==> src/rtl/dsp_seq_pkg.sv <==
// rtl/dsp_seq_pkg.sv - shared types and DSP opmode constants for the MAC sequencer
package dsp_seq_pkg;

    typedef enum logic [1:0] {
        ST_IDLE  = 2'd0,
        ST_LOAD  = 2'd1,
        ST_DRAIN = 2'd2,
        ST_HOLD  = 2'd3
    } state_e;

    localparam logic [7:0] OPM_IDLE    = 8'h00;
    localparam logic [7:0] OPM_FIRST   = 8'h01;
    localparam logic [7:0] OPM_ACC     = 8'h09;
    localparam int         OPM_SUB_BIT = 7;

    typedef struct packed {
        logic valid;
        logic first;
        logic last;
    } tok_t;

    // First beat loads P from M, later beats fold M into P; bit 7 flips the sign of M.
    function automatic logic [7:0] opmode_for(input tok_t t, input logic sub);
        logic [7:0] opm;
        opm = t.first ? OPM_FIRST : OPM_ACC;
        opm[OPM_SUB_BIT] = sub;
        return t.valid ? opm : OPM_IDLE;
    endfunction

endpackage

==> src/rtl/dsp_mac_sequencer_if.sv <==
// rtl/dsp_mac_sequencer_if.sv - operand stream and result handshake bundle
interface dsp_mac_sequencer_if;
    logic        s_valid;
    logic        s_ready;
    logic [17:0] s_a;
    logic [17:0] s_b;
    logic        r_valid;
    logic        r_ready;
    logic [47:0] r_data;

    modport master (
        output s_valid, s_a, s_b, r_ready,
        input  s_ready, r_valid, r_data
    );

    modport slave (
        input  s_valid, s_a, s_b, r_ready,
        output s_ready, r_valid, r_data
    );
endinterface

==> src/rtl/dsp_tok_delay.sv <==
// rtl/dsp_tok_delay.sv - 0/1-stage token delay tracking one DSP pipeline register
module dsp_tok_delay
    import dsp_seq_pkg::*;
#(
    parameter int STAGES = 1
) (
    input  logic clk,
    input  logic rst_n,
    input  tok_t tok_i,
    output tok_t tok_o
);

    generate
        if (STAGES == 0) begin : g_pass
            assign tok_o = tok_i;
        end else begin : g_reg
            tok_t tok_q;

            // Mirror the DSP register so the token lines up with the data it describes
            always_ff @(posedge clk or negedge rst_n) begin
                if (!rst_n) tok_q <= '0;
                else        tok_q <= tok_i;
            end

            assign tok_o = tok_q;
        end
    endgenerate

endmodule

==> src/rtl/dsp_mac_sequencer.sv <==
// rtl/dsp_mac_sequencer.sv - job controller running a DSP slice as a MAC/MSC engine
module dsp_mac_sequencer
    import dsp_seq_pkg::*;
#(
    parameter int MREG  = 1,
    parameter int PREG  = 1,
    parameter int CNT_W = 10
) (
    input  logic                 clk,
    input  logic                 rst_n,
    input  logic                 start,
    input  logic [CNT_W-1:0]     len_m1,
    input  logic                 sub,
    output logic                 busy,
    dsp_mac_sequencer_if.slave   strm,
    output logic [17:0]          dsp_a,
    output logic [17:0]          dsp_b,
    output logic [7:0]           dsp_opmode,
    output logic                 dsp_cem,
    output logic                 dsp_cep,
    output logic                 dsp_rstm,
    output logic                 dsp_rstp,
    input  logic [47:0]          dsp_p
);

    state_e           state_q;
    logic [CNT_W-1:0] cnt_q;
    logic [CNT_W-1:0] len_q;
    logic             sub_q;
    logic [17:0]      a_q;
    logic [17:0]      b_q;
    logic             r_valid_q;
    logic [47:0]      r_data_q;
    tok_t             t0_q;
    tok_t             t1;
    tok_t             t2;

    logic accept;
    logic last_beat;
    logic done;
    logic unused_t2_first;

    assign accept          = strm.s_valid && (state_q == ST_LOAD);
    assign last_beat       = (cnt_q == len_q);
    assign done            = t2.valid && t2.last;
    assign unused_t2_first = t2.first;

    // Job FSM, beat counter, operand registers and result capture
    always_ff @(posedge clk or negedge rst_n) begin
        if (!rst_n) begin
            state_q   <= ST_IDLE;
            cnt_q     <= '0;
            len_q     <= '0;
            sub_q     <= 1'b0;
            a_q       <= '0;
            b_q       <= '0;
            r_valid_q <= 1'b0;
            r_data_q  <= '0;
            t0_q      <= '0;
        end else begin
            t0_q <= '{valid: accept,
                      first: accept && (cnt_q == '0),
                      last:  accept && last_beat};
            if (accept) begin
                a_q   <= strm.s_a;
                b_q   <= strm.s_b;
                cnt_q <= cnt_q + 1'b1;
            end
            case (state_q)
                ST_IDLE: begin
                    if (start) begin
                        state_q <= ST_LOAD;
                        len_q   <= len_m1;
                        sub_q   <= sub;
                        cnt_q   <= '0;
                    end
                end
                ST_LOAD: begin
                    if (accept && last_beat) state_q <= ST_DRAIN;
                end
                ST_DRAIN: begin
                    if (done) begin
                        state_q   <= ST_HOLD;
                        r_valid_q <= 1'b1;
                        r_data_q  <= dsp_p;
                    end
                end
                ST_HOLD: begin
                    if (strm.r_ready) begin
                        r_valid_q <= 1'b0;
                        if (start) begin
                            state_q <= ST_LOAD;
                            len_q   <= len_m1;
                            sub_q   <= sub;
                            cnt_q   <= '0;
                        end else begin
                            state_q <= ST_IDLE;
                        end
                    end
                end
            endcase
        end
    end

    dsp_tok_delay #(.STAGES(MREG)) u_mdelay (
        .clk   (clk),
        .rst_n (rst_n),
        .tok_i (t0_q),
        .tok_o (t1)
    );

    dsp_tok_delay #(.STAGES(PREG)) u_pdelay (
        .clk   (clk),
        .rst_n (rst_n),
        .tok_i (t1),
        .tok_o (t2)
    );

    assign busy         = (state_q != ST_IDLE);
    assign strm.s_ready = (state_q == ST_LOAD);
    assign strm.r_valid = r_valid_q;
    assign strm.r_data  = r_data_q;
    assign dsp_a        = a_q;
    assign dsp_b        = b_q;
    assign dsp_cem      = t0_q.valid;
    assign dsp_cep      = t1.valid;
    assign dsp_opmode   = opmode_for(t1, sub_q);
    assign dsp_rstm     = (state_q == ST_IDLE);
    assign dsp_rstp     = (state_q == ST_IDLE);

endmodule

==> src/flat_wrapper.sv <==
// flat-port wrapper written by rule: the top's interface ports become plain ports
module dsp_mac_sequencer_flat import dsp_seq_pkg::*;
#(
    parameter int MREG  = 1,
    parameter int PREG  = 1,
    parameter int CNT_W = 10
)
  (clk, rst_n, start, len_m1, sub, busy, dsp_a, dsp_b, dsp_opmode, dsp_cem, dsp_cep, dsp_rstm, dsp_rstp, dsp_p, strm_s_valid, strm_s_a, strm_s_b, strm_r_ready, strm_s_ready, strm_r_valid, strm_r_data);
  dsp_mac_sequencer_if strm_i ();
  input  logic clk;
  input  logic rst_n;
  input  logic start;
  input  logic [CNT_W-1:0] len_m1;
  input  logic sub;
  output logic busy;
  output logic [17:0] dsp_a;
  output logic [17:0] dsp_b;
  output logic [7:0] dsp_opmode;
  output logic dsp_cem;
  output logic dsp_cep;
  output logic dsp_rstm;
  output logic dsp_rstp;
  input  logic [47:0] dsp_p;
  input wire logic [$bits(strm_i.s_valid)-1:0] strm_s_valid;
  input wire logic [$bits(strm_i.s_a)-1:0] strm_s_a;
  input wire logic [$bits(strm_i.s_b)-1:0] strm_s_b;
  input wire logic [$bits(strm_i.r_ready)-1:0] strm_r_ready;
  output wire logic [$bits(strm_i.s_ready)-1:0] strm_s_ready;
  output wire logic [$bits(strm_i.r_valid)-1:0] strm_r_valid;
  output wire logic [$bits(strm_i.r_data)-1:0] strm_r_data;
  assign strm_i.s_valid = strm_s_valid;
  assign strm_i.s_a = strm_s_a;
  assign strm_i.s_b = strm_s_b;
  assign strm_i.r_ready = strm_r_ready;
  assign strm_s_ready = strm_i.s_ready;
  assign strm_r_valid = strm_i.r_valid;
  assign strm_r_data = strm_i.r_data;
  dsp_mac_sequencer #(.MREG(MREG), .PREG(PREG), .CNT_W(CNT_W)) u_core (.clk(clk), .rst_n(rst_n), .start(start), .len_m1(len_m1), .sub(sub), .busy(busy), .strm(strm_i), .dsp_a(dsp_a), .dsp_b(dsp_b), .dsp_opmode(dsp_opmode), .dsp_cem(dsp_cem), .dsp_cep(dsp_cep), .dsp_rstm(dsp_rstm), .dsp_rstp(dsp_rstp), .dsp_p(dsp_p));
endmodule
==> config.mk <==
export PLATFORM = sky130hd
export DESIGN_NAME = dsp_mac_sequencer_flat
export DESIGN_NICKNAME = d
export VERILOG_FILES = /design/src/rtl/dsp_seq_pkg.sv /design/src/rtl/dsp_mac_sequencer_if.sv /design/src/rtl/dsp_tok_delay.sv /design/src/rtl/dsp_mac_sequencer.sv /design/src/flat_wrapper.sv
export SDC_FILE = /design/constraint.sdc
export NUM_CORES = 1
export LEC_CHECK = 0
export BUFFER_PORTS_ARGS = -buffer_cell sky130_fd_sc_hd__buf_4
export CORE_UTILIZATION = 49
export DETAILED_ROUTE_END_ITERATION = 10
export HOLD_SLACK_MARGIN = 0.15
export PLACE_DENSITY = 0.89
export SLEW_MARGIN = 20
export SYNTH_ARGS = -nofsm -noshare
export SYNTH_HDL_FRONTEND = slang
export SYNTH_SLANG_ARGS = --single-unit
==> constraint.sdc <==
create_clock -name clk -period 5.2 [get_ports clk]
set_clock_uncertainty 0.15 [all_clocks]
set_input_delay 0 -clock clk [delete_from_list [all_inputs] [get_ports clk]]
set_output_delay 0 -clock clk [all_outputs]
set_load 0.1 [all_outputs]
==> report_table.html, run 1 <==
<table>
<tr><th>Metric</th><th>Value</th></tr>
<tr><th colspan="2">Outcome</th></tr>
<tr><td>Outcome</td><td>did not finish</td></tr>
<tr><td>Failing step</td><td>clock tree synthesis</td></tr>
<tr><td>Error that ended the run</td><td>[ERROR RSZ-0060] Max buffer count reached.</td></tr>
<tr><th colspan="2">Synthesis</th></tr>
<tr><td>Post-synth cell types</td><td>41</td></tr>
<tr><td>Number of standard cells after synthesis</td><td>329</td></tr>
<tr><td>Most instantiated cells after synthesis</td><td>116 x dfrtp_1, 95 x mux2_2, 16 x xnor2_1</td></tr>
<tr><td>Number of register bits inferred by synthesis</td><td>116</td></tr>
<tr><td>Sequential-to-total area share from yosys stat</td><td>61.0%</td></tr>
<tr><td>Total standard cell area after synthesis</td><td>4760 um2</td></tr>
<tr><td>Top-count cell post-synth</td><td>dfrtp_1</td></tr>
<tr><td>Fraction of registers with async set or reset after synthesis</td><td>100%</td></tr>
<tr><td>Number of synthesized flops with an enable pin</td><td>0</td></tr>
<tr><td>Yosys top cell area share</td><td>61.0%</td></tr>
<tr><td>Prevailing post-synth register cell</td><td>dfrtp_1</td></tr>
<tr><td>Yosys Warn Count</td><td>0</td></tr>
<tr><td>Leading post-synthesis cells by cell area</td><td>dfrtp_1 61%, mux2_2 22%, xnor2_1 2.9%</td></tr>
<tr><td>Dominant cell type by area after synthesis</td><td>dfrtp_1</td></tr>
<tr><td>Syn Area/Cell</td><td>14.5 um2</td></tr>
<tr><th colspan="2">Die</th></tr>
<tr><td>Site Rows</td><td>35</td></tr>
<tr><td>I/O pins</td><td>199</td></tr>
<tr><td>Die Y-Extent</td><td>101 um</td></tr>
<tr><td>Initial Utilization</td><td>51.0%</td></tr>
<tr><td>Horizontal die dimension</td><td>101 um</td></tr>
<tr><th colspan="2">CTS</th></tr>
<tr><td>CTS root buf</td><td>clkbuf_8</td></tr>
<tr><td>Clock net sink count</td><td>116</td></tr>
<tr><td>Number of buffers inserted by hold repair at cts</td><td>134</td></tr>
<tr><td>Maximum count of clock buffers along a single path</td><td>2</td></tr>
<tr><td>H-tree depth</td><td>4</td></tr>
<tr><td>Number of setup buffers added after CTS</td><td>0</td></tr>
<tr><td>Clock buffer count from CTS</td><td>17</td></tr>
<tr><td>CTS-repair resized insts</td><td>0</td></tr>
<tr><th colspan="2">Placed design</th></tr>
<tr><td>DP Wirelength</td><td>7.52 mm</td></tr>
<tr><td>Final weighted congestion in routability-driven placement</td><td>0.833</td></tr>
<tr><td>Post-place instance area</td><td>6280 um2</td></tr>
<tr><td>Buffers on Ports</td><td>193</td></tr>
</table>
==> stage by stage <==
stage	hold slack [ns]	setup slack, ns	instances	util [%]
after detailed placement	-0.0669	2.40	636	67.4
after global placement	-0.0823	2.56	636	67.4
after floorplan	-0.446	1.96	333	-
==> cell families after synthesis <==
| family | share of synthesized area (%) |
|---|---|
| XOR/XNOR | 3.31 |
| AND/OR/NAND/NOR | 6.26 |
| buffers and inverters | 3.05 |
| flip-flops | 61.0 |
| multiplexers | 22.7 |
| other | 0.0788 |
| adder cells (fa/ha/maj) | 1.58 |
| AO/OA/AOI/OAI | 2.08 |
==> run 2, diff against run 1 <==
--- a/config.mk
+++ b/config.mk
@@ -6,10 +6,9 @@
 export NUM_CORES = 1
 export LEC_CHECK = 0
 export BUFFER_PORTS_ARGS = -buffer_cell sky130_fd_sc_hd__buf_4
-export CORE_UTILIZATION = 49
+export CORE_UTILIZATION = 34
 export DETAILED_ROUTE_END_ITERATION = 10
-export HOLD_SLACK_MARGIN = 0.15
-export PLACE_DENSITY = 0.89
+export PLACE_DENSITY_LB_ADDON = 0.15
 export SLEW_MARGIN = 20
 export SYNTH_ARGS = -nofsm -noshare
 export SYNTH_HDL_FRONTEND = slang
==> report_table.html, run 2 <==
<table>
<tr><th>Metric</th><th>Value</th></tr>
<tr><th colspan="2">Finish</th></tr>
<tr><td>Layout area overhead</td><td>67.8%</td></tr>
<tr><td>Number of fill cells in the layout</td><td>1067</td></tr>
<tr><td>Final-stage net count</td><td>731</td></tr>
<tr><td>Design area</td><td>7990 um2</td></tr>
<tr><td>Proportion of layout cells with a drive suffix above 1</td><td>50.8%</td></tr>
<tr><td>Commonest cells after routing, fill and taps aside</td><td>194 x buf_4, 116 x dfrtp_1, 99 x dlygate4sd3_1</td></tr>
<tr><td>Number of flip-flops under the largest register name</td><td>48</td></tr>
<tr><td>Non-filler cells in the finished layout</td><td>814</td></tr>
<tr><td>Antenna cells</td><td>0</td></tr>
<tr><td>Area used by sequential logic in the layout</td><td>2900 um2</td></tr>
<tr><td>Commonest non-fill, non-tap cell in the layout</td><td>buf_4</td></tr>
<tr><td>Area of the multi-input gates</td><td>1740 um2</td></tr>
<tr><th colspan="2">Critical path</th></tr>
<tr><td>Worst r2r path cells</td><td>6</td></tr>
<tr><td>Largest fanout of any net on the critical path</td><td>42</td></tr>
<tr><td>Worst r2r dst</td><td>u_core.state_q[1]</td></tr>
<tr><td>Launch instance of the worst register-to-register path</td><td>u_core.state_q[1]</td></tr>
<tr><td>Data arrival at the endpoint of the critical path</td><td>2.98 ns</td></tr>
<tr><td>Worst setup path category</td><td>flop to flop</td></tr>
<tr><td>Register-to-register setup slack</td><td>2.41 ns</td></tr>
<tr><td>Req. time, crit path</td><td>5.38 ns</td></tr>
<tr><td>Nature of the critical path endpoint</td><td>flop</td></tr>
<tr><td>Crit path launch type</td><td>flop</td></tr>
<tr><th colspan="2">CTS</th></tr>
<tr><td>CTS root buf</td><td>clkbuf_16</td></tr>
<tr><td>Clock net sink count</td><td>116</td></tr>
<tr><td>Register clock-pin slew on the reported worst setup and hold paths</td><td>0.05 ns</td></tr>
<tr><td>Number of setup buffers added after CTS</td><td>0</td></tr>
<tr><td>CTS-repair resized insts</td><td>0</td></tr>
<tr><td>Maximum count of clock buffers along a single path</td><td>2</td></tr>
<tr><td>Clk Latency, worst-skew pair</td><td>0.40 ns</td></tr>
<tr><td>Clock buffer count from CTS</td><td>17</td></tr>
<tr><td>H-tree depth</td><td>4</td></tr>
<tr><td>Clock tree from TritonCTS</td><td>done</td></tr>
<tr><td>Number of buffers inserted by hold repair at cts</td><td>99</td></tr>
<tr><th colspan="2">Synthesis</th></tr>
<tr><td>Leading post-synthesis cells by cell area</td><td>dfrtp_1 61%, mux2_2 22%, xnor2_1 2.9%</td></tr>
<tr><td>Most instantiated cells after synthesis</td><td>116 x dfrtp_1, 95 x mux2_2, 16 x xnor2_1</td></tr>
<tr><td>Dominant cell type by area after synthesis</td><td>dfrtp_1</td></tr>
<tr><td>Sequential-to-total area share from yosys stat</td><td>61.0%</td></tr>
<tr><td>Top-count cell post-synth</td><td>dfrtp_1</td></tr>
<tr><td>Number of standard cells after synthesis</td><td>329</td></tr>
<tr><td>Number of register bits inferred by synthesis</td><td>116</td></tr>
<tr><td>Post-synth cell types</td><td>41</td></tr>
<tr><td>Number of synthesized flops with an enable pin</td><td>0</td></tr>
<tr><td>Yosys Warn Count</td><td>0</td></tr>
<tr><td>Syn Area/Cell</td><td>14.5 um2</td></tr>
<tr><td>Yosys top cell area share</td><td>61.0%</td></tr>
<tr><td>Prevailing post-synth register cell</td><td>dfrtp_1</td></tr>
<tr><td>Total standard cell area after synthesis</td><td>4760 um2</td></tr>
<tr><td>Fraction of registers with async set or reset after synthesis</td><td>100%</td></tr>
<tr><th colspan="2">Detailed routing</th></tr>
<tr><td>Initial DRC Count</td><td>135</td></tr>
<tr><td>Detailed-router iteration count before antenna repair</td><td>4</td></tr>
<tr><td>Overall routed net length</td><td>11.3 mm</td></tr>
<tr><td>Vias</td><td>3656</td></tr>
<tr><td>Residual DRC</td><td>0</td></tr>
<tr><td>Detail Route Antenna Nets</td><td>0</td></tr>
<tr><td>Routed len/inst</td><td>13.9 um</td></tr>
<tr><td>Post-detailed-route via-to-cell ratio</td><td>4.49</td></tr>
<tr><th colspan="2">Global routing</th></tr>
<tr><td>Vias in the first global route</td><td>3798</td></tr>
<tr><td>Gr ovfl total</td><td>0</td></tr>
<tr><td>Antenna violations before repair</td><td>0</td></tr>
<tr><td>Maximum number of pins on one net before global-route repair</td><td>68</td></tr>
<tr><td>First-pass GRT wire length</td><td>18.5 mm</td></tr>
<tr><td>All-Layer GR Usage</td><td>16.6%</td></tr>
<tr><th colspan="2">Timing</th></tr>
<tr><td>Tightest slew margin relative to the limit</td><td>34.3%</td></tr>
<tr><td>Final Critical Period</td><td>2.79 ns</td></tr>
<tr><td>Number of failing hold endpoints at the final stage</td><td>0</td></tr>
<tr><td>Maximum frequency from static timing analysis</td><td>0.358 GHz</td></tr>
<tr><td>Worst Hold Margin</td><td>0.0195 ns</td></tr>
<tr><td>Final-report max-slew violation count</td><td>0</td></tr>
<tr><td>Final critical-path share of the clock period</td><td>53.7%</td></tr>
<tr><td>Unrepaired setup endpoints after global routing</td><td>no</td></tr>
<tr><td>Setup total negative slack</td><td>0 ns</td></tr>
<tr><td>Final-report setup violation count</td><td>0</td></tr>
<tr><td>Transition time at the pin with the least slew margin</td><td>0.986 ns</td></tr>
<tr><th colspan="2">Die</th></tr>
<tr><td>Initial Utilization</td><td>35.4%</td></tr>
<tr><td>Core area</td><td>13500 um2</td></tr>
<tr><td>Die Y-Extent</td><td>120 um</td></tr>
<tr><td>Die Footprint</td><td>14500 um2</td></tr>
<tr><td>I/O pins</td><td>199</td></tr>
<tr><td>Horizontal die dimension</td><td>120 um</td></tr>
<tr><td>Site Rows</td><td>42</td></tr>
<tr><th colspan="2">Hold path</th></tr>
<tr><td>Min-delay worst type</td><td>input port to asynchronous set/reset pin</td></tr>
<tr><th colspan="2">Placed design</th></tr>
<tr><td>Final weighted congestion in routability-driven placement</td><td>0.835</td></tr>
<tr><td>Post-place instance area</td><td>6350 um2</td></tr>
<tr><td>DP Wirelength</td><td>7.31 mm</td></tr>
<tr><td>Cell total after placement</td><td>683</td></tr>
<tr><td>Buffers on Ports</td><td>193</td></tr>
<tr><th colspan="2">Outcome</th></tr>
<tr><td>Outcome</td><td>complete, no violations</td></tr>
<tr><th colspan="2">Power</th></tr>
<tr><td>Ratio of total power to cell area</td><td>318 nW/um2</td></tr>
<tr><td>Leakage power summed over all cells</td><td>0.00389 uW</td></tr>
<tr><td>Worst vdd rail ir drop</td><td>0.000212 V</td></tr>
<tr><th colspan="2">Run</th></tr>
<tr><td>Max-cap violations</td><td>0</td></tr>
</table>
## run 2: cell type report
type                       count  share of cell area, %
clock buffer                  24                   6.28
clock inverter                 8                   1.82
inverter                       8                  0.376
multi-input combinational    189                   21.8
sequential                   116                   36.3
tap                          176                   2.76
timing repair buffer         293                   30.6
## run 2: where the power goes
group | internal [uW] | switching [uW] | leakage (uW) | total, uW
Combinational | 139 | 219 | 0.00209 | 358
Clock | 864 | 380 | 0.000312 | 1240
Sequential | 928 | 12.1 | 0.00149 | 940
Total | 1930 | 611 | 0.00389 | 2540
## run 2: how the worst max path moves through the flow
stage	startpoint	end	slack, ns
floorplan	u_core.state_q[0]	u_core.len_q[0]	1.96
global placement	u_core.state_q[1]	u_core.state_q[1]	2.48
detailed placement	u_core.state_q[1]	u_core.state_q[1]	2.35
CTS	u_core.state_q[1]	u_core.state_q[1]	2.33
global route	u_core.state_q[1]	u_core.state_q[1]	2.11
finish	u_core.state_q[1]	u_core.state_q[1]	2.41
## run 2: critical path, cell delays in order, from the launching register on
cell and delay [ns]:
dfrtp_1 0.43, inv_1 0.11, ha_1 0.30, and2_2 0.86, nand4_2 0.27, or4b_1 0.53, nand3_1 0.08
## run 2: kinds of logic after synthesis
group,count (synthesis),share of synthesized area [%]
XOR/XNOR,18,3.31
adder cells (fa/ha/maj),6,1.58
flip-flops,116,61.0
AO/OA/AOI/OAI,14,2.08
AND/OR/NAND/NOR,50,6.26
buffers and inverters,28,3.05
multiplexers,96,22.7
other,1,0.0788
## run 2: per-stage QoR
| stage | setup slack, ns | power (uW) | utilization (%) |
|---|---|---|---|
| 2_1_floorplan | 1.96 | 1140 | - |
| 3_3_place_gp | 2.48 | 1250 | 47.2 |
| 3_5_place_dp | 2.35 | 1250 | 47.2 |
| 4_1_cts | 2.33 | 2580 | 59.4 |
| 5_1_grt | 2.11 | 2640 | 59.4 |
| 6_report | 2.41 | 2540 | 59.4 |
## run 2: metal layers
| layer | wire (um) | GRT usage [%] |
|---|---|---|
| met1 | 4700 | 19.2 |
| met3 | 717 | 5.61 |
| met4 | 229 | 7.10 |
| met2 | 5670 | 27.8 |
| met5 | 0 | 0 |
Note: power is estimated with default switching activity, not from simulation.
